===== config.mk =====
export PLATFORM = sky130hd
export DESIGN_NAME = mcu_cmd_sequencer
export DESIGN_NICKNAME = d
export VERILOG_FILES = /design/src/rtl/mcu_pkg.sv /design/src/rtl/mcu_res_fifo.sv /design/src/rtl/mcu_cmd_sequencer.sv
export SDC_FILE = /design/constraint.sdc
export NUM_CORES = 1
export LEC_CHECK = 0
export ABC_AREA = 1
export BUFFER_PORTS_ARGS = -buffer_cell sky130_fd_sc_hd__buf_2
export CORE_MARGIN = 4
export CORE_UTILIZATION = 45
export CTS_BUF_LIST = sky130_fd_sc_hd__clkbuf_4 sky130_fd_sc_hd__clkbuf_8 sky130_fd_sc_hd__clkbuf_16
export DETAILED_ROUTE_END_ITERATION = 12
export PLACE_DENSITY_LB_ADDON = 0.05
export SLEW_MARGIN = 20
export SYNTH_ARGS = -nofsm -noshare
export SYNTH_HDL_FRONTEND = slang
export SYNTH_HIERARCHICAL = 1
export SYNTH_SLANG_ARGS = --single-unit

===== constraint.sdc =====
create_clock -name clk -period 5 [get_ports clk]
set_clock_uncertainty 0.1 [all_clocks]
set_input_delay 0.75 -clock clk [delete_from_list [all_inputs] [get_ports clk]]
set_output_delay 0.75 -clock clk [all_outputs]
set_load 0.05 [all_outputs]

===== src/rtl/mcu_pkg.sv =====
// Shared opcode map, NOP command fields and FSM state encoding for the command sequencer.
package mcu_pkg;

  localparam logic [3:0] OP_ADD   = 4'd0;
  localparam logic [3:0] OP_SUB   = 4'd1;
  localparam logic [3:0] OP_AND   = 4'd2;
  localparam logic [3:0] OP_OR    = 4'd3;
  localparam logic [3:0] OP_XOR   = 4'd4;
  localparam logic [3:0] OP_SHL   = 4'd5;
  localparam logic [3:0] OP_SHR   = 4'd6;
  localparam logic [3:0] OP_READ  = 4'd7;
  localparam logic [3:0] OP_WRITE = 4'd8;
  localparam logic [3:0] OP_HALT  = 4'd15;

  // A NOP looks like a read of address 0; only the cleared rd_flag tells them apart.
  localparam logic [3:0] NOP_OP      = OP_READ;
  localparam logic       NOP_RD_FLAG = 1'b0;

  typedef enum logic [1:0] {
    ST_IDLE = 2'd0,
    ST_RUN  = 2'd1,
    ST_DONE = 2'd2,
    ST_ERR  = 2'd3
  } state_e;

  function automatic logic is_read(input logic [3:0] op);
    return op == OP_READ;
  endfunction

endpackage


===== src/rtl/mcu_res_fifo.sv =====
// Two-entry result FIFO; exposes its occupancy so the sequencer can throttle reads.
module mcu_res_fifo #(
  parameter int W = 32
) (
  input  logic         clk_i,
  input  logic         rst_ni,
  input  logic         push_i,
  input  logic [W-1:0] push_data_i,
  input  logic         pop_i,
  output logic         valid_o,
  output logic [W-1:0] data_o,
  output logic [1:0]   count_o
);

  logic [W-1:0] mem_q [2];
  logic         rd_ptr_q;
  logic         wr_ptr_q;
  logic [1:0]   cnt_q;
  logic         do_push;
  logic         do_pop;

  assign do_pop  = pop_i && (cnt_q != 2'd0);
  assign do_push = push_i && ((cnt_q != 2'd2) || do_pop);

  always_ff @(posedge clk_i) begin
    if (!rst_ni) begin
      rd_ptr_q <= 1'b0;
      wr_ptr_q <= 1'b0;
      cnt_q    <= 2'd0;
    end else begin
      if (do_push) begin
        mem_q[wr_ptr_q] <= push_data_i;
        wr_ptr_q        <= ~wr_ptr_q;
      end
      if (do_pop) rd_ptr_q <= ~rd_ptr_q;
      cnt_q <= cnt_q + {1'b0, do_push} - {1'b0, do_pop};
    end
  end

  assign valid_o = (cnt_q != 2'd0);
  assign data_o  = mem_q[rd_ptr_q];
  assign count_o = cnt_q;

endmodule


===== src/rtl/mcu_cmd_sequencer.sv =====
// Loads a program of target commands, replays it as registered mcu_* commands, throttles
// reads against a 2-entry result FIFO and stops on HALT, end of program or a target error.
module mcu_cmd_sequencer
  import mcu_pkg::*;
#(
  parameter int op_sz      = 32,
  parameter int mem_sz     = 4,
  parameter int PROG_DEPTH = 16,
  parameter int INSTR_W    = 4 + 2*mem_sz + op_sz
) (
  input  logic               clk,
  input  logic               reset,
  input  logic               prog_valid,
  output logic               prog_ready,
  input  logic [INSTR_W-1:0] prog_instr,
  input  logic               start,
  output logic               busy,
  output logic               done,
  output logic               err,
  output logic [3:0]         mcu_op,
  output logic [mem_sz-1:0]  mcu_op0,
  output logic [op_sz-1:0]   mcu_op1,
  output logic [mem_sz-1:0]  mcu_op2,
  input  logic [op_sz-1:0]   mcu_out,
  input  logic               mcu_op_err,
  output logic               res_valid,
  input  logic               res_ready,
  output logic [op_sz-1:0]   res_data
);

  // Handshakes: a word/result moves on a cycle where valid && ready are both high at the
  // rising edge; valid never depends combinationally on ready on either port.

  localparam int AW = $clog2(PROG_DEPTH);
  localparam int CW = $clog2(PROG_DEPTH + 1);
  localparam logic [CW-1:0] DEPTH_C = CW'(PROG_DEPTH);

  state_e              state_q, state_d;
  logic [CW-1:0]       pc_q, pc_d;
  logic [CW-1:0]       count_q, count_d;
  logic [3:0]          op_q, op_d;
  logic [mem_sz-1:0]   op0_q, op0_d;
  logic [op_sz-1:0]    op1_q, op1_d;
  logic [mem_sz-1:0]   op2_q, op2_d;
  logic                rd_q, rd_d;

  logic [INSTR_W-1:0]  prog_mem [PROG_DEPTH];
  logic [INSTR_W-1:0]  f_instr;
  logic [3:0]          f_op;
  logic [mem_sz-1:0]   f_op0;
  logic [op_sz-1:0]    f_op1;
  logic [mem_sz-1:0]   f_op2;

  logic                load_fire;
  logic                cmd_real;
  logic                end_issue;
  logic                rd_room;
  logic [1:0]          fifo_cnt;
  logic [1:0]          pending;

  // Program storage carries no reset; count_q alone decides which words are live.
  always_ff @(posedge clk) begin
    if (reset && load_fire) prog_mem[count_q[AW-1:0]] <= prog_instr;
  end

  assign f_instr = prog_mem[pc_q[AW-1:0]];
  assign f_op    = f_instr[INSTR_W-1 -: 4];
  assign f_op0   = f_instr[2*mem_sz+op_sz-1 -: mem_sz];
  assign f_op1   = f_instr[mem_sz+op_sz-1 -: op_sz];
  assign f_op2   = f_instr[mem_sz-1:0];

  assign load_fire = prog_valid && prog_ready;
  assign cmd_real  = (op_q != NOP_OP) || rd_q;
  assign end_issue = (pc_q == count_q) || (f_op == OP_HALT);
  // The registered read lands in the FIFO at the end of this cycle, so it counts as occupied.
  assign pending   = fifo_cnt + {1'b0, rd_q};
  assign rd_room   = (pending < 2'd2);

  mcu_res_fifo #(.W(op_sz)) u_res_fifo (
    .clk_i       (clk),
    .rst_ni      (reset),
    .push_i      (rd_q),
    .push_data_i (mcu_out),
    .pop_i       (res_ready),
    .valid_o     (res_valid),
    .data_o      (res_data),
    .count_o     (fifo_cnt)
  );

  always_ff @(posedge clk) begin
    if (!reset) begin
      state_q <= ST_IDLE;
      pc_q    <= '0;
      count_q <= '0;
      op_q    <= NOP_OP;
      op0_q   <= '0;
      op1_q   <= '0;
      op2_q   <= '0;
      rd_q    <= NOP_RD_FLAG;
    end else begin
      state_q <= state_d;
      pc_q    <= pc_d;
      count_q <= count_d;
      op_q    <= op_d;
      op0_q   <= op0_d;
      op1_q   <= op1_d;
      op2_q   <= op2_d;
      rd_q    <= rd_d;
    end
  end

  always_comb begin
    state_d = state_q;
    pc_d    = pc_q;
    count_d = count_q;
    op_d    = NOP_OP;
    op0_d   = '0;
    op1_d   = '0;
    op2_d   = '0;
    rd_d    = NOP_RD_FLAG;
    unique case (state_q)
      ST_IDLE: begin
        if (load_fire) count_d = count_q + 1'b1;
        if (start) begin
          pc_d    = '0;
          state_d = ((count_q != '0) || load_fire) ? ST_RUN : ST_DONE;
        end
      end
      ST_RUN: begin
        // An error on the command now at the target wins over HALT and over any new issue.
        if (mcu_op_err && cmd_real) begin
          state_d = ST_ERR;
        end else if (end_issue) begin
          state_d = ST_DONE;
        end else if (!is_read(f_op) || rd_room) begin
          op_d  = f_op;
          op0_d = f_op0;
          op1_d = f_op1;
          op2_d = f_op2;
          rd_d  = is_read(f_op);
          pc_d  = pc_q + 1'b1;
        end
      end
      ST_DONE: begin
        if (start) begin
          pc_d    = '0;
          state_d = ST_RUN;
        end
      end
      default: ;
    endcase
  end

  always_comb begin
    busy       = (state_q == ST_RUN);
    done       = (state_q == ST_DONE);
    err        = (state_q == ST_ERR);
    prog_ready = (state_q == ST_IDLE) && (count_q < DEPTH_C);
  end

  assign mcu_op  = op_q;
  assign mcu_op0 = op0_q;
  assign mcu_op1 = op1_q;
  assign mcu_op2 = op2_q;

endmodule

==> impl_metrics.py, run 1 <==
metrics = {
    "sta": {
        "finalMaxSlewViolations": 0,
        "setup_slack_ns": 1.66,
        "worst_pin_slew_ns": 1.08,
        "timing.fmax_ghz": 0.300,
        "slew_headroom_pct": 28.0,
        "finalSetupTns_ns": 0,
        "period_minus_slack_ns": 3.34,
        "finalHoldViolCount": 0,
        "setup_viol": 0,
        "rsz0062_at_grt": "false",
        "hold_ws_ns": 0.209,
        "fin_crit_sh_pct": 66.8,
    },
    "critical_path": {
        "crit_type": "flip-flop to flip-flop",
        "critPathMaxFanout": 61,
        "cp-end-kind": "flip-flop",
        "cp.arrival_ns": 3.80,
        "startpoint_type": "flip-flop",
        "crit_required_ns": 5.46,
    },
    "cells_and_area": {
        "syn2layout_area_growth_pct": 15.0,
        "layout-drive-gt1-share_pct": 18.1,
        "final_cells": 3451,
        "final_nets": 2528,
        "nFillCells": 5859,
    },
    "synth": {
        "synth_area_leaders": "edfxtp_1 72%, o21ai_0 5.1%, nor2_1 4.3%",
        "syn_nets": 2390,
        "ys_warn_count": 6,
        "ys.flop_type": "edfxtp_1",
        "ys_seq_area_share_pct": 75.8,
        "synthesis.area_mm2": 0.0322,
        "synth-seq-cells": 834,
        "synth_common_cells": "768 x edfxtp_1, 366 x nor2_1, 329 x o21ai_0, 125 x nand2_1, 113 x clkbuf_1",
        "yosysTopAreaCellShare_pct": 71.7,
        "synth_most_common_cell": "edfxtp_1",
        "syn_avg_cell_area_um2": 14.0,
        "yosysUniqueCellTypes": 39,
        "syn_inst": 2297,
        "synth_edf_count": 768,
        "yosys.area.top_type": "edfxtp_1",
        "async_flop_share_pct": 0,
    },
    "global_routing": {
        "antenna_found_initial": 7,
        "grt_max_degree": 143,
        "grt_pass1_vias": 19084,
        "grt_pass1_wl_mm": 125,
        "gr-usage-all-layers_pct": 22.0,
        "grt_overflow": 0,
    },
    "place": {
        "hpwl_mm": 41.1,
        "place_inst": 3285,
        "dp_worst_setup_slack_ns": 1.63,
        "routabilityCongestion": 0.743,
        "io_buffers": 162,
    },
    "clock_network": {
        "cts_root_buf": "clkbuf_16",
        "clk_latency_ns": 0.63,
        "cts_num_sinks": 834,
        "ctsResizeCount": 0,
        "clockBufferDepth": 3,
        "cts_hold_buffers": 0,
        "cts_buffers": 88,
        "clk_pin_slew_ns": 0.06,
        "ctsHtreeMaxLevel": 3,
        "post_cts_buffers": 0,
        "cts_tree": "yes",
    },
    "floorplan": {
        "initial_utilization_pct": 45.6,
        "fp.dieH_um": 275,
        "dieWidth_um": 275,
        "num_rows": 97,
        "io_pins": 163,
        "coreArea_mm2": 0.0705,
        "dieArea_mm2": 0.0758,
    },
    "drt": {
        "viasPerCell": 5.68,
        "highest_layer": "met5",
        "wirelength_mm": 84.3,
        "ant_nets": 0,
        "vias": 19590,
        "wl_met2_mm": 39.7,
        "wl_met1_mm": 38.3,
        "drt-initial-drc-count": 1731,
        "drt-pass1-iter-count": 5,
        "wl_per_cell_um": 24.4,
        "met3_length_mm": 4.60,
        "post-route-drc-count": 0,
    },
    "power": {
        "power.leakage_nw": 12.5,
        "power_density_mw_per_mm2": 553,
        "finalPower_mw": 20.5,
        "vdd_drop_max_mv": 0.506,
    },
    "min_path": {
        "hold_path_class": "input port to flip-flop",
    },
    "outcome": {
        "status": "finished, final reports clean",
    },
    "flow_run": {
        "maxCapViolCount": 0,
    },
}
[stage by stage]
stage	area, um2	util [%]
after floorplan	32200	-
after global placement	34000	48.2
after detailed placement	34000	48.2
after CTS	37000	52.5
after global routing	37000	52.5
final	37000	52.5
[worst paths after layout]
kind                                     startpoint                       to  slack (ns)  depth (start not counted)
worst max-delay path                      flip-flop              mcu_op1[15]        1.66                         14
worst min register to register  u_res_fifo/rd_ptr_q      u_res_fifo/rd_ptr_q        0.41                          2
worst min-delay path                    mcu_out[19]  u_res_fifo/mem_q[0][19]        0.21                          1
worst max register to register            flip-flop              mcu_op1[15]        1.66                         14
[report_power, final]
| part | switching, mW | internal, mW | leakage (nW) |
|---|---|---|---|
| Sequential | 0.263 | 7.85 | 7.45 |
| Clock | 2.64 | 4.04 | 1.50 |
| Combinational | 4.06 | 1.59 | 3.52 |
| Total | 6.97 | 13.5 | 12.5 |
[cell type report]
class	instances	area (um2)	share of cell area (%)
inverter	70	275	0.744
timing repair buffer	200	1240	3.35
multi-input combinational	1241	6910	18.7
sequential	834	24400	65.9
clock buffer	122	2510	6.79
antenna	4	10.0	0.0270
clock inverter	40	487	1.31
tap	940	1180	3.18
[routing by layer]
metal / up-vias / track usage, %
met1: 9966 / 32.1
met2: 568 / 35.0
met5: - / 0
met4: 4 / 5.51
li1: 8921 / -
met3: 131 / 3.30
[layout by cell type (no fill, tap or decap), types with 2 or more instances in the layout]
cell type    n
mux2_4      30
inv_6        3
nand4_1      2
a21oi_1     14
nor4_1       2
buf_4       25
o221ai_1   109
dfxtp_4      4
nor2_2       2
bufinv_16   10
clkbuf_8     6
buf_6        2
ha_1        11
buf_2      162
nand2_1    125
edfxtp_1   768
mux2_2       2
dfxtp_1     61
nor2_1     352
o211ai_1    52
a21oi_2     39
nand3_1     88
o22ai_1     52
diode_2      4
clkbuf_4    27
clkinv_8     2
inv_1       64
clkinv_1    13
clkbuf_16   89
o21ai_1      4
clkinv_2    13
or2_2        2
o21ai_0    329
buf_12      11
nor2_4      15
nor3_2       3
[logic make-up (layout without fill, tap and decap cells)]
logic type | after synthesis | after routing | synth area share [%]
other cells | 0 | 4 | 0
mux | 32 | 32 | 1.47
compound gates | 603 | 603 | 11.8
buf+inv | 222 | 432 | 3.09
simple gates | 593 | 593 | 7.42
flops | 834 | 834 | 75.8
xor+xnor | 2 | 2 | 0.0545
fa+ha+maj | 11 | 11 | 0.428
[registers in the layout, indices dropped and copies added, names as in the netlist, 4 cells and up, named ones only]
signal,cells
pc_q,5
prog_mem,704
u_res_fifo/mem_q,64
mcu_op,4
mcu_op1,32
count_q,5
mcu_op0,4
mcu_op2,4
[worst max-delay path, stage by stage, from the launching register on]
cell	delay, ns
dfxtp_4	0.41
buf_4	0.53
nand2_1	0.12
nand3_1	0.10
nand3_1	0.11
nand3_1	0.13
nand2_1	0.06
nand2_1	0.14
nor2_1	0.10
nor2_4	0.11
nand3_4	0.11
nor2_4	0.20
clkinv_2	0.48
buf_12	0.39
a21oi_2	0.12
Power figures use the tool's default switching activity.
==> run 2: changes to the inputs <==
Clock period 5 ns to 3.42 ns, I/O delays scaled along.
==> run 2 against run 1 <==
Against the previous run: worst setup slack worse by 1.1 ns; global-route usage shrank 0.59 points; final area up 1.5%; wire length is 3.0% lower; non-clock buffer count rose by 47; clock power is 44% higher; power grew 45%; combinational power increased by 45%; die area is the same; via count shrank 1.3%; final cell count grew 1.3%; critical path depth down 11; critical path type is now flip-flop to output pin; critical endpoint is now res_data[26]; highest routed layer unchanged.
==> impl_metrics.py, run 2 (synthesis gave the netlist of run 1 again) <==
metrics = {
    "place": {
        "io_buffers": 162,
        "hpwl_mm": 41.2,
        "routabilityCongestion": 0.752,
        "place_inst": 3300,
    },
    "floorplan": {
        "num_rows": 97,
        "fp.dieH_um": 275,
        "dieWidth_um": 275,
        "initial_utilization_pct": 45.6,
        "coreArea_mm2": 0.0705,
        "dieArea_mm2": 0.0758,
        "io_pins": 163,
    },
    "cells_and_area": {
        "final_cell_mix": "768 x edfxtp_1, 352 x nor2_1, 329 x o21ai_0",
        "mostFrequentLayoutCell": "edfxtp_1",
        "largest_reg_flops": 704,
        "layout-drive-gt1-share_pct": 18.8,
        "final_nets": 2574,
        "syn2layout_area_growth_pct": 16.7,
        "multiInputGateArea_mm2": 0.00693,
        "final_cells": 3497,
        "ff_latch_area_mm2": 0.0244,
        "nFillCells": 5827,
        "fin_util_pct": 53.3,
    },
    "sta": {
        "slew_headroom_pct": 39.2,
        "finalMaxSlewViolations": 0,
        "rsz0062_at_grt": "false",
        "timing.fmax_ghz": 0.349,
        "worst_pin_slew_ns": 0.909,
        "period_minus_slack_ns": 2.87,
        "finalHoldViolCount": 0,
        "hold_ws_ns": 0.122,
        "fin_crit_sh_pct": 83.9,
        "finalSetupTns_ns": 0,
        "setup_viol": 0,
    },
    "clock_network": {
        "cts_hold_buffers": 32,
        "clk_latency_ns": 0.62,
        "cts_buffers": 87,
        "clk_pin_slew_ns": 0.06,
        "ctsHtreeMaxLevel": 3,
        "cts_num_sinks": 834,
        "ctsResizeCount": 0,
        "post_cts_buffers": 0,
        "cts_tree": "yes",
        "clockBufferDepth": 3,
        "cts_root_buf": "clkbuf_16",
    },
    "critical_path": {
        "critPathMaxFanout": 17,
        "cp.arrival_ns": 2.26,
        "cp-end-kind": "output pin",
        "startpoint_type": "flip-flop",
        "rrSetupSlack_ns": 0.61,
        "crit_required_ns": 2.81,
        "crit_type": "flip-flop to output pin",
    },
    "drt": {
        "drt-initial-drc-count": 1446,
        "viasPerCell": 5.53,
        "wirelength_mm": 81.8,
        "post-route-drc-count": 0,
        "ant_nets": 0,
        "wl_per_cell_um": 23.4,
        "drt-pass1-iter-count": 5,
        "vias": 19333,
    },
    "power": {
        "power.leakage_nw": 12.7,
        "power_density_mw_per_mm2": 791,
        "vdd_drop_max_mv": 0.494,
        "finalPower_mw": 29.7,
    },
    "flow_run": {
        "maxCapViolCount": 0,
    },
    "global_routing": {
        "grt_pass1_vias": 19260,
        "grt_overflow": 0,
        "gr-usage-all-layers_pct": 21.4,
        "grt_pass1_wl_mm": 122,
        "antenna_found_initial": 6,
        "grt_max_degree": 129,
    },
    "min_path": {
        "hold_path_class": "input port to flip-flop",
    },
    "outcome": {
        "status": "finished, final reports clean",
    },
}
## run 2: cell types whose count changed in the layout (fill, tap and decap cells not counted), moves of 6 or more
cell	delta
buf_4	+8
dlygate4sd3_1	+32
clkbuf_4	+8
clkinv_1	-10
clkbuf_8	+14
bufinv_16	-6
buf_12	+9
## run 2: through the flow
| stage | setup WS, ns | area (um2) |
|---|---|---|
| finish | 0.552 | 37600 |
| global route | 0.297 | 37600 |
| CTS | 0.480 | 37600 |
| detailed placement | 0.624 | 34200 |
| global placement | 0.680 | 34200 |
| floorplan | -0.647 | 32300 |
## run 2: per-layer routing
metal,GRT usage [%],share of wire [%],vias up
met5,0,0.033,-
li1,-,-,8997
met1,29.4,45,9759
met2,36.1,48,448
met3,3.45,4.6,125
met4,5.12,1.8,4
## run 2: final timing paths
path	startpoint	cells after the start	end
max	flip-flop	3	res_data[26]
min reg2reg	u_res_fifo/rd_ptr_q	2	u_res_fifo/rd_ptr_q
min	res_ready	4	flip-flop
max reg2reg	flip-flop	15	mcu_op1[29]
## run 2: worst max-delay path, cell delays in order (launching register included)
cell and delay, ns:
dfxtp_2 0.68, buf_4 0.40, mux2_4 0.34, buf_2 0.21
## run 2: power by group
part	switching [mW]	total, mW	internal, mW	leakage [nW]
clock	3.75	9.62	5.87	1.52
sequential	0.433	11.9	11.5	7.45
combinational	5.80	8.17	2.36	3.75
## run 2: layout make-up
| type | instances | share of cell area (%) |
|---|---|---|
| diodes | 3 | 0.0200 |
| clock buffers | 145 | 7.43 |
| clock inverters | 17 | 0.536 |
| inverters | 70 | 0.733 |
| multi-input cells | 1241 | 18.5 |
| flip-flops and latches | 834 | 65.0 |
| well taps | 940 | 3.13 |
| repair buffers | 247 | 4.74 |
